[src/rtl/uart_rx_fifo.sv]
// UART 8N1 receiver feeding a byte FIFO with a valid/ready read port.
// Framing errors and overruns are reported as single-cycle pulses.
module uart_rx_fifo #(
  parameter int CLOCK_HZ   = 1_000_000,
  parameter int BAUD       = 115_200,
  parameter int FIFO_DEPTH = 8
) (
  input  logic                          Clock,
  input  logic                          Reset,
  input  logic                          Rx_i,
  output logic [7:0]                    Data_o,
  output logic                          Valid_o,
  input  logic                          Ready_i,
  output logic [$clog2(FIFO_DEPTH):0]   Count_o,
  output logic                          Busy_o,
  output logic                          FramingError_o,
  output logic                          Overrun_o
);

  localparam int CPB = CLOCK_HZ / BAUD;
  localparam int TW  = $clog2(CPB);
  localparam int PW  = $clog2(FIFO_DEPTH);
  localparam int CW  = PW + 1;
  localparam logic [TW-1:0] TICK_LAST = TW'(CPB - 1);
  localparam logic [TW-1:0] TICK_MID  = TW'(CPB / 2 - 1);

  typedef enum logic [2:0] {
    S_IDLE      = 3'd0,
    S_START     = 3'd1,
    S_DATA      = 3'd2,
    S_STOP      = 3'd3,
    S_WAIT_HIGH = 3'd4
  } state_t;

  logic          meta_q;
  logic          rx_s_q;
  state_t        state_q;
  logic [TW-1:0] tick_q;
  logic [2:0]    bit_q;
  logic [7:0]    shift_q;
  logic          busy_q;
  logic          fe_q;

  logic [7:0]    mem_q [FIFO_DEPTH];
  logic [PW-1:0] rd_q, rd_d;
  logic [PW-1:0] wr_q, wr_d;
  logic [CW-1:0] count_q, count_d;
  logic [7:0]    data_q, data_d;
  logic          valid_q;
  logic          ov_q;

  logic          push_req_s;
  logic          pop_s;
  logic          full_s;
  logic          push_ok_s;
  logic          ovr_s;
  logic [PW-1:0] rd_next_s;

  // Two-flop synchroniser; the line idles high so the flops reset to 1.
  always_ff @(posedge Clock or posedge Reset) begin
    if (Reset) begin
      meta_q <= 1'b1;
      rx_s_q <= 1'b1;
    end else begin
      meta_q <= Rx_i;
      rx_s_q <= meta_q;
    end
  end

  // Receiver FSM with registered Busy_o and FramingError_o.
  always_ff @(posedge Clock or posedge Reset) begin
    if (Reset) begin
      state_q <= S_IDLE;
      tick_q  <= '0;
      bit_q   <= 3'd0;
      shift_q <= 8'h00;
      busy_q  <= 1'b0;
      fe_q    <= 1'b0;
    end else begin
      fe_q <= 1'b0;
      case (state_q)
        S_IDLE: begin
          tick_q <= '0;
          if (!rx_s_q) begin
            state_q <= S_START;
            busy_q  <= 1'b1;
          end else begin
            busy_q  <= 1'b0;
          end
        end
        S_START: begin
          if (tick_q == TICK_MID) begin
            tick_q <= '0;
            bit_q  <= 3'd0;
            if (rx_s_q) begin
              state_q <= S_IDLE;
              busy_q  <= 1'b0;
            end else begin
              state_q <= S_DATA;
            end
          end else begin
            tick_q <= tick_q + TW'(1);
          end
        end
        S_DATA: begin
          if (tick_q == TICK_LAST) begin
            tick_q  <= '0;
            shift_q <= {rx_s_q, shift_q[7:1]};
            if (bit_q == 3'd7) begin
              state_q <= S_STOP;
            end else begin
              bit_q <= bit_q + 3'd1;
            end
          end else begin
            tick_q <= tick_q + TW'(1);
          end
        end
        S_STOP: begin
          if (tick_q == TICK_LAST) begin
            tick_q <= '0;
            if (rx_s_q) begin
              state_q <= S_IDLE;
              busy_q  <= 1'b0;
            end else begin
              fe_q    <= 1'b1;
              state_q <= S_WAIT_HIGH;
            end
          end else begin
            tick_q <= tick_q + TW'(1);
          end
        end
        S_WAIT_HIGH: begin
          // A break keeps us here, so it reports only one framing error.
          if (rx_s_q) begin
            state_q <= S_IDLE;
            busy_q  <= 1'b0;
          end else begin
            state_q <= S_WAIT_HIGH;
          end
        end
        default: begin
          state_q <= S_IDLE;
          tick_q  <= '0;
          busy_q  <= 1'b0;
        end
      endcase
    end
  end

  assign push_req_s = (state_q == S_STOP) && (tick_q == TICK_LAST) && rx_s_q;
  assign pop_s      = valid_q & Ready_i;
  assign full_s     = (count_q == CW'(FIFO_DEPTH));
  assign push_ok_s  = push_req_s & (~full_s | pop_s);
  assign ovr_s      = push_req_s & full_s & ~pop_s;
  assign rd_next_s  = rd_q + PW'(1);

  // FIFO next-state, including the registered head byte with write bypass.
  always_comb begin
    rd_d    = rd_q;
    wr_d    = wr_q;
    count_d = count_q;
    data_d  = data_q;
    if (push_ok_s) begin
      wr_d = wr_q + PW'(1);
    end else begin
      wr_d = wr_q;
    end
    if (pop_s) begin
      rd_d = rd_next_s;
    end else begin
      rd_d = rd_q;
    end
    case ({push_ok_s, pop_s})
      2'b10:   count_d = count_q + CW'(1);
      2'b01:   count_d = count_q - CW'(1);
      default: count_d = count_q;
    endcase
    if (pop_s) begin
      if (count_q == CW'(1)) begin
        if (push_ok_s) begin
          data_d = shift_q;
        end else begin
          data_d = data_q;
        end
      end else begin
        data_d = mem_q[rd_next_s];
      end
    end else begin
      if ((count_q == CW'(0)) && push_ok_s) begin
        data_d = shift_q;
      end else begin
        data_d = data_q;
      end
    end
  end

  // FIFO storage, pointers and registered status outputs.
  always_ff @(posedge Clock or posedge Reset) begin
    if (Reset) begin
      for (int i = 0; i < FIFO_DEPTH; i++) begin
        mem_q[i] <= 8'h00;
      end
      rd_q    <= '0;
      wr_q    <= '0;
      count_q <= '0;
      data_q  <= 8'h00;
      valid_q <= 1'b0;
      ov_q    <= 1'b0;
    end else begin
      if (push_ok_s) begin
        mem_q[wr_q] <= shift_q;
      end
      rd_q    <= rd_d;
      wr_q    <= wr_d;
      count_q <= count_d;
      data_q  <= data_d;
      valid_q <= (count_d != CW'(0));
      ov_q    <= ovr_s;
    end
  end

  assign Data_o         = data_q;
  assign Valid_o        = valid_q;
  assign Count_o        = count_q;
  assign Busy_o         = busy_q;
  assign FramingError_o = fe_q;
  assign Overrun_o      = ov_q;

endmodule
[config.mk]
export PLATFORM = sky130hd
export DESIGN_NAME = uart_rx_fifo
export DESIGN_NICKNAME = d
export VERILOG_FILES = /design/src/rtl/uart_rx_fifo.sv
export SDC_FILE = /design/constraint.sdc
export NUM_CORES = 1
export LEC_CHECK = 0
export ABC_AREA = 1
export BUFFER_PORTS_ARGS = -buffer_cell sky130_fd_sc_hd__buf_4
export CORE_MARGIN = 8
export CORE_UTILIZATION = 65
export CTS_BUF_LIST = sky130_fd_sc_hd__clkbuf_8
export DETAILED_ROUTE_END_ITERATION = 10
export GPL_TIMING_DRIVEN = 0
export PLACE_DENSITY = 0.87
export SLEW_MARGIN = 0
export SYNTH_ARGS = -nofsm -noshare
export SYNTH_HDL_FRONTEND = slang
export SYNTH_SLANG_ARGS = --single-unit
[constraint.sdc]
create_clock -name Clock -period 7.5 [get_ports Clock]
set_input_delay 0 -clock Clock [delete_from_list [all_inputs] [get_ports Clock]]
set_output_delay 0 -clock Clock [all_outputs]
set_load 0.005 [all_outputs]
==> impl_metrics.xml <==
<?xml version="1.0" encoding="UTF-8"?>
<metrics>
  <group name="pwr">
    <metric name="pwr_density_cell" unit="nW/um^2">329</metric>
    <metric name="p_leak" unit="nW">2.44</metric>
    <metric name="total_power" unit="mW">1.79</metric>
    <metric name="worst_ir_drop_vdd" unit="uV">229</metric>
  </group>
  <group name="sta">
    <metric name="timing.slew.headroom" unit="">0.465</metric>
    <metric name="period_needed" unit="ns">2.31</metric>
    <metric name="fmax" unit="GHz">0.432</metric>
    <metric name="final_max_slew_viol_count" unit="">0</metric>
    <metric name="worst-slew-pin-transition" unit="ns">0.797</metric>
    <metric name="setup_viol_count_final" unit="">0</metric>
    <metric name="timing.final.crit_share" unit="">0.308</metric>
    <metric name="setup_repair_after_global_routing_missed_its_margin" unit="">false</metric>
    <metric name="setup-tns-final" unit="ns">0</metric>
    <metric name="clock_skew" unit="ns">0.0189</metric>
    <metric name="hold_viol" unit="">0</metric>
  </group>
  <group name="logic_synthesis">
    <metric name="syn-mean-instance-area" unit="um^2">8.78</metric>
    <metric name="ys_seq_area_frac" unit="">0.538</metric>
    <metric name="total_of_warnings_raised_by_yosys" unit="">0</metric>
    <metric name="post-synth-top-area-cell" unit="">dfrtp_1</metric>
    <metric name="yosys-top-cells-area" unit="">dfrtp_1, o21ai_0, nand2_1</metric>
    <metric name="syn-cell-area" unit="um^2">4890</metric>
    <metric name="yosys_register_bits" unit="">105</metric>
    <metric name="number_of_flops_mapped_to_enable_cells_by_yosys" unit="">0</metric>
    <metric name="yosysMostFrequentCell" unit="">nand2_1</metric>
    <metric name="synth.cells.most_frequent" unit="">nand2_1, dfrtp_1, o21ai_0</metric>
    <metric name="async_reset_ff_frac" unit="">1.00</metric>
    <metric name="synthFlopType" unit="">dfrtp_1</metric>
    <metric name="ys_types" unit="">33</metric>
    <metric name="synth_top_area_share" unit="">0.527</metric>
    <metric name="cells_after_synthesis" unit="">557</metric>
    <metric name="synth_net_count" unit="">573</metric>
  </group>
  <group name="floorplanning">
    <metric name="placementRows" unit="">31</metric>
    <metric name="core_area" unit="um^2">7250</metric>
    <metric name="initial_core_utilization" unit="">0.674</metric>
    <metric name="i_o_pins" unit="">20</metric>
    <metric name="floorplan.die.height" unit="um">103</metric>
    <metric name="floorplan.die.width" unit="um">103</metric>
    <metric name="die-area" unit="um^2">10600</metric>
  </group>
  <group name="clock_tree">
    <metric name="tritoncts" unit="">built</metric>
    <metric name="cts.reportedPaths.clkPinSlew" unit="ns">0.12</metric>
    <metric name="cts_buffer_depth" unit="">2</metric>
    <metric name="worst_skew_pair.late_latency" unit="ns">0.38</metric>
    <metric name="cts_max_level" unit="">3</metric>
    <metric name="cts_root_buffer" unit="">clkbuf_8</metric>
    <metric name="numCtsBuffers" unit="">9</metric>
    <metric name="clock_sink_count" unit="">105</metric>
    <metric name="post_cts_repair_setup_buffers" unit="">0</metric>
  </group>
  <group name="worst_setup_path">
    <metric name="required" unit="ns">7.81</metric>
    <metric name="maximum_fanout_along_the_worst_path" unit="">10</metric>
    <metric name="timing.critical_path.from_type" unit="">flip-flop</metric>
    <metric name="reg2reg_setup_slack" unit="ns">5.19</metric>
    <metric name="cp_data_arrival_time" unit="ns">2.62</metric>
    <metric name="critPathKind" unit="">reg -&gt; reg</metric>
    <metric name="worst_r2r_path_depth" unit="">6</metric>
    <metric name="setup.worst_path.end_class" unit="">flip-flop</metric>
    <metric name="regToRegEndpoint" unit="">Data_o[1]</metric>
    <metric name="r2r-start" unit="">rd_q[0]</metric>
  </group>
  <group name="grt">
    <metric name="groute.layer.met2.usage" unit="">0.378</metric>
    <metric name="global_route_wire_length_before_repair" unit="um">19600</metric>
    <metric name="overall_overflow_remaining_after_global_route" unit="">0</metric>
    <metric name="grt_pass1_vias" unit="">3967</metric>
    <metric name="groute.usage.overall" unit="">0.243</metric>
    <metric name="grt_use_met3" unit="">0.0520</metric>
    <metric name="gr-usage-met1" unit="">0.313</metric>
    <metric name="antenna_found_initial" unit="">0</metric>
    <metric name="most_crowded_layer_gr" unit="">met2</metric>
    <metric name="grt_start_max_net_pins" unit="">62</metric>
  </group>
  <group name="placed_design">
    <metric name="hpwl" unit="um">8470</metric>
    <metric name="dp_cells" unit="">676</metric>
    <metric name="replace_congestion" unit="">0.921</metric>
    <metric name="io_buffers" unit="">19</metric>
  </group>
  <group name="detailed_routing">
    <metric name="avgRoutedWirePerCell" unit="um">17.1</metric>
    <metric name="drt_drc_violations_left" unit="">0</metric>
    <metric name="drt_pre_antenna_iters" unit="">6</metric>
    <metric name="via_per_inst" unit="">6.01</metric>
    <metric name="drt_iter0_drc" unit="">353</metric>
    <metric name="vias" unit="">4173</metric>
    <metric name="post_detailed_routing_wire_length" unit="um">11900</metric>
    <metric name="ant_nets" unit="">0</metric>
  </group>
  <group name="min_path">
    <metric name="holdCritStartpoint" unit="">Ready_i</metric>
    <metric name="min-delay-path-class" unit="">in -&gt; reg</metric>
    <metric name="whs_endpoint" unit="">Overrun_o</metric>
    <metric name="holdPathStages" unit="">4</metric>
  </group>
  <group name="cells_and_area">
    <metric name="drive_above_1_share" unit="">0.113</metric>
    <metric name="diodes" unit="">0</metric>
    <metric name="layout.cells.non_filler" unit="">694</metric>
    <metric name="syn2layout_area_growth" unit="%">10.8</metric>
    <metric name="num-nets-final" unit="">606</metric>
  </group>
  <group name="flow_run">
    <metric name="timing.max_cap.violations" unit="">0</metric>
  </group>
  <group name="status">
    <metric name="status" unit="">completed</metric>
  </group>
</metrics>
report_power, final:
part	total [mW]	leakage [nW]	internal, mW	switching (mW)
Clock	0.364	0.107	0.138	0.226
Combinational	0.727	0.927	0.259	0.468
Sequential	0.694	1.41	0.627	0.0667
Total	1.79	2.44	1.02	0.761
routing by layer:
| layer | vias up | wire length [um] |
|---|---|---|
| li1 | 1937 | - |
| met1 | 2009 | 5010 |
| met2 | 186 | 5550 |
| met3 | 41 | 843 |
| met4 | 0 | 484 |
| met5 | - | 0 |
placed cells by master, fill, tap and decap left out, types with 2 or more instances in the layout:
master,instances
dfstp_2,2
nand3_1,32
nor3_1,2
buf_2,9
clkbuf_8,9
inv_1,30
buf_6,2
inv_8,2
nor2_2,3
o211ai_1,17
buf_4,19
nand4_1,3
nor2_1,72
clkbuf_1,9
clkinv_8,2
a21oi_1,9
nand4_2,2
nand2_1,106
or2_2,2
ha_1,12
dfrtp_1,103
dlygate4sd3_1,2
o21ai_1,40
nand3_2,4
xor2_1,5
inv_6,2
o21ai_0,80
per-stage QoR:
stage	instance area [um^2]	setup slack, ns	hold WS [ns]	utilization
floorplan	4890	4.74	0.00448	-
global route	5420	5.05	0.0690	0.747
finish	5420	5.19	0.0617	0.747
CTS	5420	5.22	0.0428	0.747
global placement	5150	3.73	0.110	0.711
detailed placement	5180	5.27	0.103	0.715
critical path, stage by stage (launching register included):
cell and delay (ns):
dfrtp_1 0.49, ha_1 0.25, xnor2_1 0.63, inv_1 0.32, o211ai_1 0.21, nand3_1 0.13, a21oi_1 0.20
final cells by class:
| type | count | area (um^2) |
|---|---|---|
| inverters | 32 | 123 |
| fillers | 530 | 1840 |
| flip-flops and latches | 105 | 2630 |
| clock inverters | 7 | 88.8 |
| plain buffers | 21 | 105 |
| multi-input cells | 399 | 2030 |
| well taps | 99 | 124 |
| clock buffers | 9 | 124 |
| repair buffers | 22 | 190 |
what timing repair did:
action	4_1_cts	5_1_grt
hold buffers	2	0
endpoints found under the setup margin	0	0
gates resized for setup	0	0
hold endpoints to repair	43	0
state kept, by name, indices dropped and copies added (netlist names), 3 cells and up:
register / cells
mem_q: 64
Count_o: 4
rd_q: 3
Data_o: 8
tick_q: 3
bit_q: 3
wr_q: 3
state_q: 3
shift_q: 8
cell families after synthesis:
group / Yosys count / share of synthesized area
adder cells (fa/ha/maj): 12 / 0.0307
flip-flops: 105 / 0.538
AND/OR/NAND/NOR: 232 / 0.211
buffers and inverters: 53 / 0.0461
AO/OA/AOI/OAI: 149 / 0.163
XOR/XNOR: 6 / 0.0107
worst max-delay path by stage:
stage | startpoint | slack, ns | to | cells after the start
after floorplan | Reset | 4.74 | Busy_o | 1
after global placement | Reset | 3.73 | mem_q[53] | 2
after detailed placement | rd_q[0] | 5.27 | Data_o[1] | 6
after CTS | rd_q[0] | 5.22 | Data_o[1] | 6
after global routing | rd_q[0] | 5.05 | Data_o[2] | 6
final | rd_q[0] | 5.19 | Data_o[1] | 6
(Power assumes the default switching activity.)
